--- src/rtl/ritc_vdd_servo_dac_loader.sv ---
// VDD servo DAC loader: stages two 12-bit servo words, commits them on an update
// edge and shifts both (R0 then R1) into the dual-channel VDD DAC over 3-wire SPI.
module ritc_vdd_servo_dac_loader #(
    parameter int unsigned CLK_DIV  = 4,
    parameter logic [1:0]  DAC_CMD  = 2'b11,
    parameter logic [1:0]  CH0_ADDR = 2'b00,
    parameter logic [1:0]  CH1_ADDR = 2'b01
) (
    input  logic        user_clk_i,
    input  logic        user_rst_i,
    input  logic        servo_addr_i,
    input  logic        servo_wr_i,
    input  logic        servo_update_i,
    input  logic [11:0] servo_i,
    output logic        DAC_SCLK,
    output logic        DAC_DIN,
    output logic        DAC_CS_B,
    output logic        busy_o,
    output logic [11:0] vdd_r0_o,
    output logic [11:0] vdd_r1_o
);

    typedef enum logic [1:0] {
        IDLE,
        COMMIT,
        SHIFT,
        GAP
    } state_t;

    localparam logic [7:0] DIV_LAST = 8'(CLK_DIV - 1);

    logic [1:0][11:0] staging_w;

    // One staging register per RITC; writes are accepted in every FSM state.
    genvar gi;
    generate
        for (gi = 0; gi < 2; gi++) begin : gen_stage
            logic [11:0] word_reg;

            always_ff @(posedge user_clk_i or posedge user_rst_i) begin
                if (user_rst_i) begin
                    word_reg <= 12'd0;
                end else if (servo_wr_i && (servo_addr_i == 1'(gi))) begin
                    word_reg <= servo_i;
                end
            end

            assign staging_w[gi] = word_reg;
        end
    endgenerate

    state_t      state_reg;
    logic        upd_q_reg;
    logic        pending_reg;
    logic        ch_sel_reg;
    logic [11:0] active_r0_reg;
    logic [11:0] active_r1_reg;
    logic [14:0] shift_reg;
    logic [7:0]  div_cnt_reg;
    logic [3:0]  bit_cnt_reg;
    logic        sclk_reg;
    logic        din_reg;
    logic        cs_b_reg;
    logic        busy_reg;

    logic        upd_edge_w;
    logic [15:0] frame0_w;
    logic [15:0] frame1_w;

    assign upd_edge_w = servo_update_i & ~upd_q_reg;
    // Channel 0 frame is built from staging because it is loaded in the same
    // cycle that staging is committed; channel 1 uses the committed copy.
    assign frame0_w   = {DAC_CMD, CH0_ADDR, staging_w[0]};
    assign frame1_w   = {DAC_CMD, CH1_ADDR, active_r1_reg};

    always_ff @(posedge user_clk_i or posedge user_rst_i) begin
        if (user_rst_i) begin
            state_reg     <= IDLE;
            upd_q_reg     <= 1'b0;
            pending_reg   <= 1'b0;
            ch_sel_reg    <= 1'b0;
            active_r0_reg <= 12'd0;
            active_r1_reg <= 12'd0;
            shift_reg     <= 15'd0;
            div_cnt_reg   <= 8'd0;
            bit_cnt_reg   <= 4'd0;
            sclk_reg      <= 1'b0;
            din_reg       <= 1'b0;
            cs_b_reg      <= 1'b1;
            busy_reg      <= 1'b0;
        end else begin
            upd_q_reg <= servo_update_i;

            case (state_reg)
                IDLE: begin
                    if (upd_edge_w || pending_reg) begin
                        state_reg <= COMMIT;
                        busy_reg  <= 1'b1;
                    end
                end

                COMMIT: begin
                    active_r0_reg <= staging_w[0];
                    active_r1_reg <= staging_w[1];
                    pending_reg   <= 1'b0;
                    shift_reg     <= frame0_w[14:0];
                    din_reg       <= frame0_w[15];
                    cs_b_reg      <= 1'b0;
                    sclk_reg      <= 1'b0;
                    div_cnt_reg   <= 8'd0;
                    bit_cnt_reg   <= 4'd0;
                    ch_sel_reg    <= 1'b0;
                    state_reg     <= SHIFT;
                end

                SHIFT: begin
                    if (div_cnt_reg == DIV_LAST) begin
                        div_cnt_reg <= 8'd0;
                        if (!sclk_reg) begin
                            sclk_reg <= 1'b1;
                        end else begin
                            // Falling edge: the DAC has sampled this bit, present the next.
                            sclk_reg <= 1'b0;
                            if (bit_cnt_reg == 4'd15) begin
                                cs_b_reg  <= 1'b1;
                                din_reg   <= 1'b0;
                                state_reg <= GAP;
                            end else begin
                                bit_cnt_reg <= bit_cnt_reg + 4'd1;
                                din_reg     <= shift_reg[14];
                                shift_reg   <= {shift_reg[13:0], 1'b0};
                            end
                        end
                    end else begin
                        div_cnt_reg <= div_cnt_reg + 8'd1;
                    end
                end

                GAP: begin
                    if (div_cnt_reg == DIV_LAST) begin
                        div_cnt_reg <= 8'd0;
                        if (!ch_sel_reg) begin
                            ch_sel_reg  <= 1'b1;
                            shift_reg   <= frame1_w[14:0];
                            din_reg     <= frame1_w[15];
                            cs_b_reg    <= 1'b0;
                            bit_cnt_reg <= 4'd0;
                            state_reg   <= SHIFT;
                        end else begin
                            busy_reg  <= 1'b0;
                            state_reg <= IDLE;
                        end
                    end else begin
                        div_cnt_reg <= div_cnt_reg + 8'd1;
                    end
                end

                default: state_reg <= IDLE;
            endcase

            // Requests arriving mid-transfer collapse into a single follow-up transfer.
            if (upd_edge_w && (state_reg != IDLE)) begin
                pending_reg <= 1'b1;
            end
        end
    end

    assign DAC_SCLK = sclk_reg;
    assign DAC_DIN  = din_reg;
    assign DAC_CS_B = cs_b_reg;
    assign busy_o   = busy_reg;
    assign vdd_r0_o = active_r0_reg;
    assign vdd_r1_o = active_r1_reg;

endmodule

--- config.mk ---
export PLATFORM = sky130hd
export DESIGN_NAME = ritc_vdd_servo_dac_loader
export DESIGN_NICKNAME = d
export VERILOG_FILES = /design/src/rtl/ritc_vdd_servo_dac_loader.sv
export SDC_FILE = /design/constraint.sdc
export NUM_CORES = 1
export LEC_CHECK = 0
export ABC_AREA = 1
export CAP_MARGIN = 20
export CORE_AREA = 2 2 69 104
export DETAILED_ROUTE_END_ITERATION = 6
export DIE_AREA = 0 0 71 106
export PLACE_DENSITY = 0.83
export SETUP_SLACK_MARGIN = 0.4
export SLEW_MARGIN = 20
export SYNTH_ARGS = -nofsm -noshare
export SYNTH_HDL_FRONTEND = slang
export SYNTH_SLANG_ARGS = --single-unit
--- constraint.sdc ---
create_clock -name user_clk_i -period 6.9 [get_ports user_clk_i]
set_input_delay 1.38 -clock user_clk_i [delete_from_list [all_inputs] [get_ports user_clk_i]]
set_output_delay 1.38 -clock user_clk_i [all_outputs]
set_load 0.01 [all_outputs]
### Yosys cells after proc, flatten, opt, wreduce, memory -nomap -nowiden

Index checks and enable logic that the tools add are counted.

| cells by class | value |
|---|---|
| add/subtract/negate cells | 2 |
| eq/ne operators | 13 |
| muxes and demuxes | 44 |
| bitwise logic cells | 3 |
| reductions and logical operators | 20 |

Operators by type and width:

| operator | number |
|---|---|
| 2-to-1 mux 15 bit | 5 |
| one-hot mux 15 bit (3 select lines) | 1 |
| 2-to-1 mux 4 bit | 5 |
| 2-to-1 mux 1 bit | 18 |
| inequality test 2 bit, second input constant | 8 |
| one-hot mux 8 bit (2 select lines) | 1 |
| 2-to-1 mux 2 bit | 6 |
| one-hot mux 4 bit (3 select lines) | 1 |
| AND reduction 6 bit | 2 |
| nonzero test 2 bit | 6 |
| AND reduction 5 bit | 2 |
| adder 8 x 1 -> 8 bit, second input constant | 1 |
| == test 8 x 2 -> 1 bit, second input constant | 1 |
| 2-to-1 mux 8 bit | 1 |
| one-hot mux 2 bit (4 select lines) | 1 |
| one-hot mux 1 bit (2 select lines) | 3 |
| one-hot mux 1 bit (3 select lines) | 2 |
| adder 4 x 1 -> 4 bit, second input constant | 1 |
| == test 2 bit, second input constant | 2 |
| == test 4 bit, second input constant | 1 |
| AND reduction 2 bit | 2 |
| AND reduction 4 bit | 1 |
| logical AND 1 bit | 3 |
| nonzero test 3 bit | 1 |
| 6 further kinds | 7 |

| word-level totals | value |
|---|---|
| bits in registers | 84 |
| word-level logic and storage cells | 97 |

### Longest topological paths before layout

| logic depth | value |
|---|---|
| word-level depth | 5 |
| depth in mapped cells | 12 |

### Least setup slack after synthesis

Ideal clock, no wire load.

| timing path | value |
|---|---|
| kind | input to register |
| start | in servo_addr_i |
| end | reg gen_stage[0].word_reg[11] |
| setup time | 0.133 ns |
| arrival time | 1.876 ns |
| required time | 6.767 ns |
| slack | 4.891 ns |
| cell stages on the path | 4 |
| cell sequence | inv_1 nand2_1 clkbuf_1 o21ai_0 |

| on the way | value |
|---|---|
| word-level cells in the longest chain between the ends | 2 |

Ends and longest elaborated chain:

| element | line | source |
|---|---|---|
| start, declared | 11 | `input logic servo_addr_i,` |
| inverter 1 bit | 43 | `end else if (servo_wr_i && (servo_addr_i == 1'(gi))) begin` |
| logical AND 1 bit | 43 |  |
| end signal, assigned | 44 | `word_reg <= servo_i;` |
| end, declared | 38 | `logic [11:0] word_reg;` |

Every way passes these cells.
A chain may end at the register's enable or synchronous reset.

### Final worst setup path

| timing path | value |
|---|---|
| start | reg state_reg[1] |
| end | reg shift_reg[14] |

| on the way | value |
|---|---|
| word-level cells in the longest chain between the ends | 3 |
| elaborated cells between the ends (all ways) | 11 |
| classes of those cells | eq/ne: 8; mux: 1; reduce/logical: 2 |

Ends and longest elaborated chain:

| element | line | source |
|---|---|---|
| start, declared | 52 | `state_t state_reg;` |
| start signal, assigned | 78 | `state_reg <= IDLE;` |
| start signal, assigned | 97 | `state_reg <= COMMIT;` |
| start signal, assigned | 113 | `state_reg <= SHIFT;` |
| == test 2 bit / == test 2 x 1 -> 1 bit (equally long branches) | 94 | `case (state_reg)` |
| inequality test 2 bit (no line) / nonzero test 3 bit (equally long branches) | n/a |  |
| AND reduction 6 bit (no line) | n/a |  |
| end signal, assigned | 106 | `shift_reg <= frame0_w[14:0];` |
| end signal, assigned | 131 | `shift_reg <= {shift_reg[13:0], 1'b0};` |
| end signal, assigned | 144 | `shift_reg <= frame1_w[14:0];` |
| end, declared | 58 | `logic [14:0] shift_reg;` |

Several ways; a longest one is shown, not always the timed one.

==> results.py <==
metrics = {
    "status": {
        "outcome": "finished, final reports clean",
    },
    "floorplan": {
        "ios": 45,
        "core_um2": 6710,
        "rows": 37,
        "die_y_um": 106,
        "die_w_um": 71,
        "start_util": 0.576,
        "dieArea_um2": 7530,
    },
    "setup_path": {
        "cp.required_ns": 7.15,
        "cp-end-kind": "flip-flop",
        "reg2reg_setup_slack_ns": 4.03,
        "timing.rr.end": "shift_reg[14]$_DFFE_PP0P_",
        "ff2ff_path_depth": 8,
        "cp_cell_sequence": "inv_1, nor2_2, inv_1, nor2_1, a21oi_2, buf_4, nand3_1, nand2_1",
        "cp_common_cell": "inv_1",
        "worstSetupPathType": "flip-flop to flip-flop",
        "startpoint_type": "flip-flop",
        "cp_max_fo": 21,
        "slowest_stage": "dfrtp_1",
        "arrival_ns": 3.13,
        "max_stage_delay_ns": 0.83,
        "rr_startpoint": "state_reg[1]$_DFFE_PP0P_",
    },
    "routing": {
        "route.detailed.drc": 0,
        "via_count": 3015,
        "drtIter0Drc": 160,
        "routed_wl_um": 7650,
        "post_drt_wl_per_cell_um": 13.5,
        "dr.pass1.iters": 4,
        "viasPerCell": 5.31,
        "drtAntennaViolNets": 0,
    },
    "global_route": {
        "grt_overflow": 0,
        "antenna_found_initial": 0,
        "grt_usage": 0.226,
        "grt_first_pass_wirelength_um": 13400,
        "grt_max_degree": 85,
        "grt_pass1_vias": 3095,
    },
    "synthesis": {
        "seq_area_frac_synth": 0.544,
        "synth_seq_cells": 84,
        "synth_warnings": 0,
        "syn_area_um2": 3860,
        "syn_avg_cell_area_um2": 8.66,
        "postSynthNetCount": 465,
        "synth_cells": 446,
        "ys_types": 37,
    },
    "cts": {
        "h-tree-depth": 3,
        "clockRootBuffer": "clkbuf_8",
        "cts_tree": "done",
        "clk_pin_slew_ns": 0.08,
        "clk-insertion-delay-late_ns": 0.36,
        "numCtsBuffers": 9,
        "postCtsSetupBuffers": 0,
        "cts_hold_buf": 0,
        "clockBufferDepth": 2,
        "cts_sinks": 84,
        "cts_resized": 0,
    },
    "hold_path": {
        "hold_end": "vdd_r1_o[8]$_DFFE_PP0P_",
        "hp-class": "flip-flop to flip-flop",
        "hold_depth": 2,
        "hold_start": "gen_stage[1].word_reg[8]$_DFFE_PP0P_",
    },
    "sta": {
        "drv_slew": 0,
        "relSlewSlack": 0.410,
        "setup_viol": 0,
        "fmax_ghz": 0.348,
        "min_period_ns": 2.87,
        "skew_ns": 0.00890,
        "period_share": 0.416,
        "finalHoldViolations": 0,
        "worst_pin_slew_ns": 0.884,
        "rsz0062_at_grt": "no",
        "tns_ns": 0,
    },
    "cells_and_area": {
        "drive_gt1_frac": 0.0939,
        "syn_to_final_growth_pct": 15.6,
        "largest_reg_flops": 24,
        "nets": 504,
        "insertedDiodeCount": 0,
        "fin_util": 0.666,
        "fillCellCount": 539,
    },
    "power_and_ir_drop": {
        "power_leakage_uw": 0.00222,
        "peakVddDrop_mv": 0.168,
        "powerDensity_nw_per_um2": 207,
    },
    "placed_design": {
        "gp_congestion": 0.917,
        "dp_hpwl_um": 5350,
        "portBuffers": 44,
    },
    "flow_run": {
        "maxCapViolations": 0,
    },
}
[Yosys cell counts, drive strengths merged]
master | number | share of area
nand2 | 168 | 0.17
dfrtp | 83 | 0.54
inv | 50 | 0.051
o21ai | 49 | 0.066
nand3 | 29 | 0.051
nor2 | 17 | 0.020
o211ai | 11 | 0.021
buf | 10 | 0.027
clkbuf | 8 | 0.0078
o22ai | 5 | 0.0081
a21oi | 2 | 0.0036
ha | 2 | 0.0065
nand3b | 2 | 0.0039
nand4 | 2 | 0.0032
xor2 | 2 | 0.0045
a22o | 1 | 0.0026
dfstp | 1 | 0.0068
nor3 | 1 | 0.0013
o21bai | 1 | 0.0019
or2 | 1 | 0.0016
xnor2 | 1 | 0.0023
[per-stage QoR]
step	area (um2)	total power, uW	setup slack, ns	std cells	hold slack [ns]
after floorplan	3860	576	3.36	446	0.434
after detailed placement	4280	611	4.02	552	0.459
after global routing	4470	967	3.69	568	0.503
after global placement	4280	608	4.11	552	0.454
final	4470	926	4.03	568	0.477
after CTS	4460	934	4.00	568	0.477
[power by group]
group          switching, uW  leakage, uW  internal [uW]
registers               15.0      0.00109            517
logic                   37.7      0.00103           30.2
clock network            165    0.0000937            160
[cells in the final DEF (no fill, tap or decap), types with 2 or more instances in the layout]
master           synthesis  routed
xor2_1                   2       2
inv_2                    5       5
clkbuf_1                 8       3
nand3_1                 19      19
nand2_1                164     164
nor2_2                   3       3
nor2_1                  13      13
o211ai_1                11      11
clkinv_2                 0       2
o22ai_1                  5       5
nand3b_1                 2       2
clkbuf_8                 0      12
nand4_1                  2       2
nand2_4                  2       2
dfrtp_1                 83      83
ha_1                     2       2
clkdlybuf4s50_1          0      44
nand3_2                 10      10
o21ai_0                 47      47
inv_1                   43      42
[cell families (layout without fill, tap and decap cells)]
| family | after synthesis | count (layout) | share of synthesized area |
|---|---|---|---|
| AO/OA/AOI/OAI | 69 | 69 | 0.104 |
| flip-flops | 84 | 84 | 0.544 |
| adder cells (fa/ha/maj) | 2 | 2 | 0.00648 |
| AND/OR/NAND/NOR | 220 | 220 | 0.253 |
| XOR/XNOR | 3 | 3 | 0.00680 |
| buffers and inverters | 68 | 112 | 0.0855 |
[critical path: cells and delay by family, from the launching register on]
family                 cells  cell delay, ns
AND/OR/NAND/NOR            4            1.10
buffers and inverters      3            0.71
flip-flops                 1            0.83
AO/OA/AOI/OAI              1            0.12
[per-layer routing]
layer  routed length (um)  GRT usage  vias up
li1                     -          -     1488
met1                 3130      0.263     1431
met2                 4030      0.392       80
met3                  282     0.0483       16
met4                  202      0.106        0
met5                    0          0        -
[cell type report]
cell class / instances / area [um2] / area share
Sequential cell: 84 / 2100 / 0.471
Multi-Input combinational cell: 294 / 1430 / 0.320
Timing Repair Buffer: 46 / 459 / 0.103
Inverter: 50 / 196 / 0.0440
Clock buffer: 15 / 176 / 0.0395
Tap cell: 78 / 97.6 / 0.0218
Clock inverter: 1 / 5.00 / 0.00112
[how the worst max path moves through the flow]
stage | cells after the start | from | to
3_3_place_gp | 8 | state_reg[1]$_DFFE_PP0P_ | bit_cnt_reg[1]$_DFFE_PP0P_
4_1_cts | 8 | state_reg[1]$_DFFE_PP0P_ | shift_reg[14]$_DFFE_PP0P_
3_5_place_dp | 8 | state_reg[1]$_DFFE_PP0P_ | shift_reg[14]$_DFFE_PP0P_
2_1_floorplan | 1 | user_rst_i | DAC_DIN$_DFFE_PP0P_
6_report | 8 | state_reg[1]$_DFFE_PP0P_ | shift_reg[14]$_DFFE_PP0P_
5_1_grt | 8 | state_reg[1]$_DFFE_PP0P_ | bit_cnt_reg[2]$_DFFE_PP0P_
(Power assumes the default switching activity.)
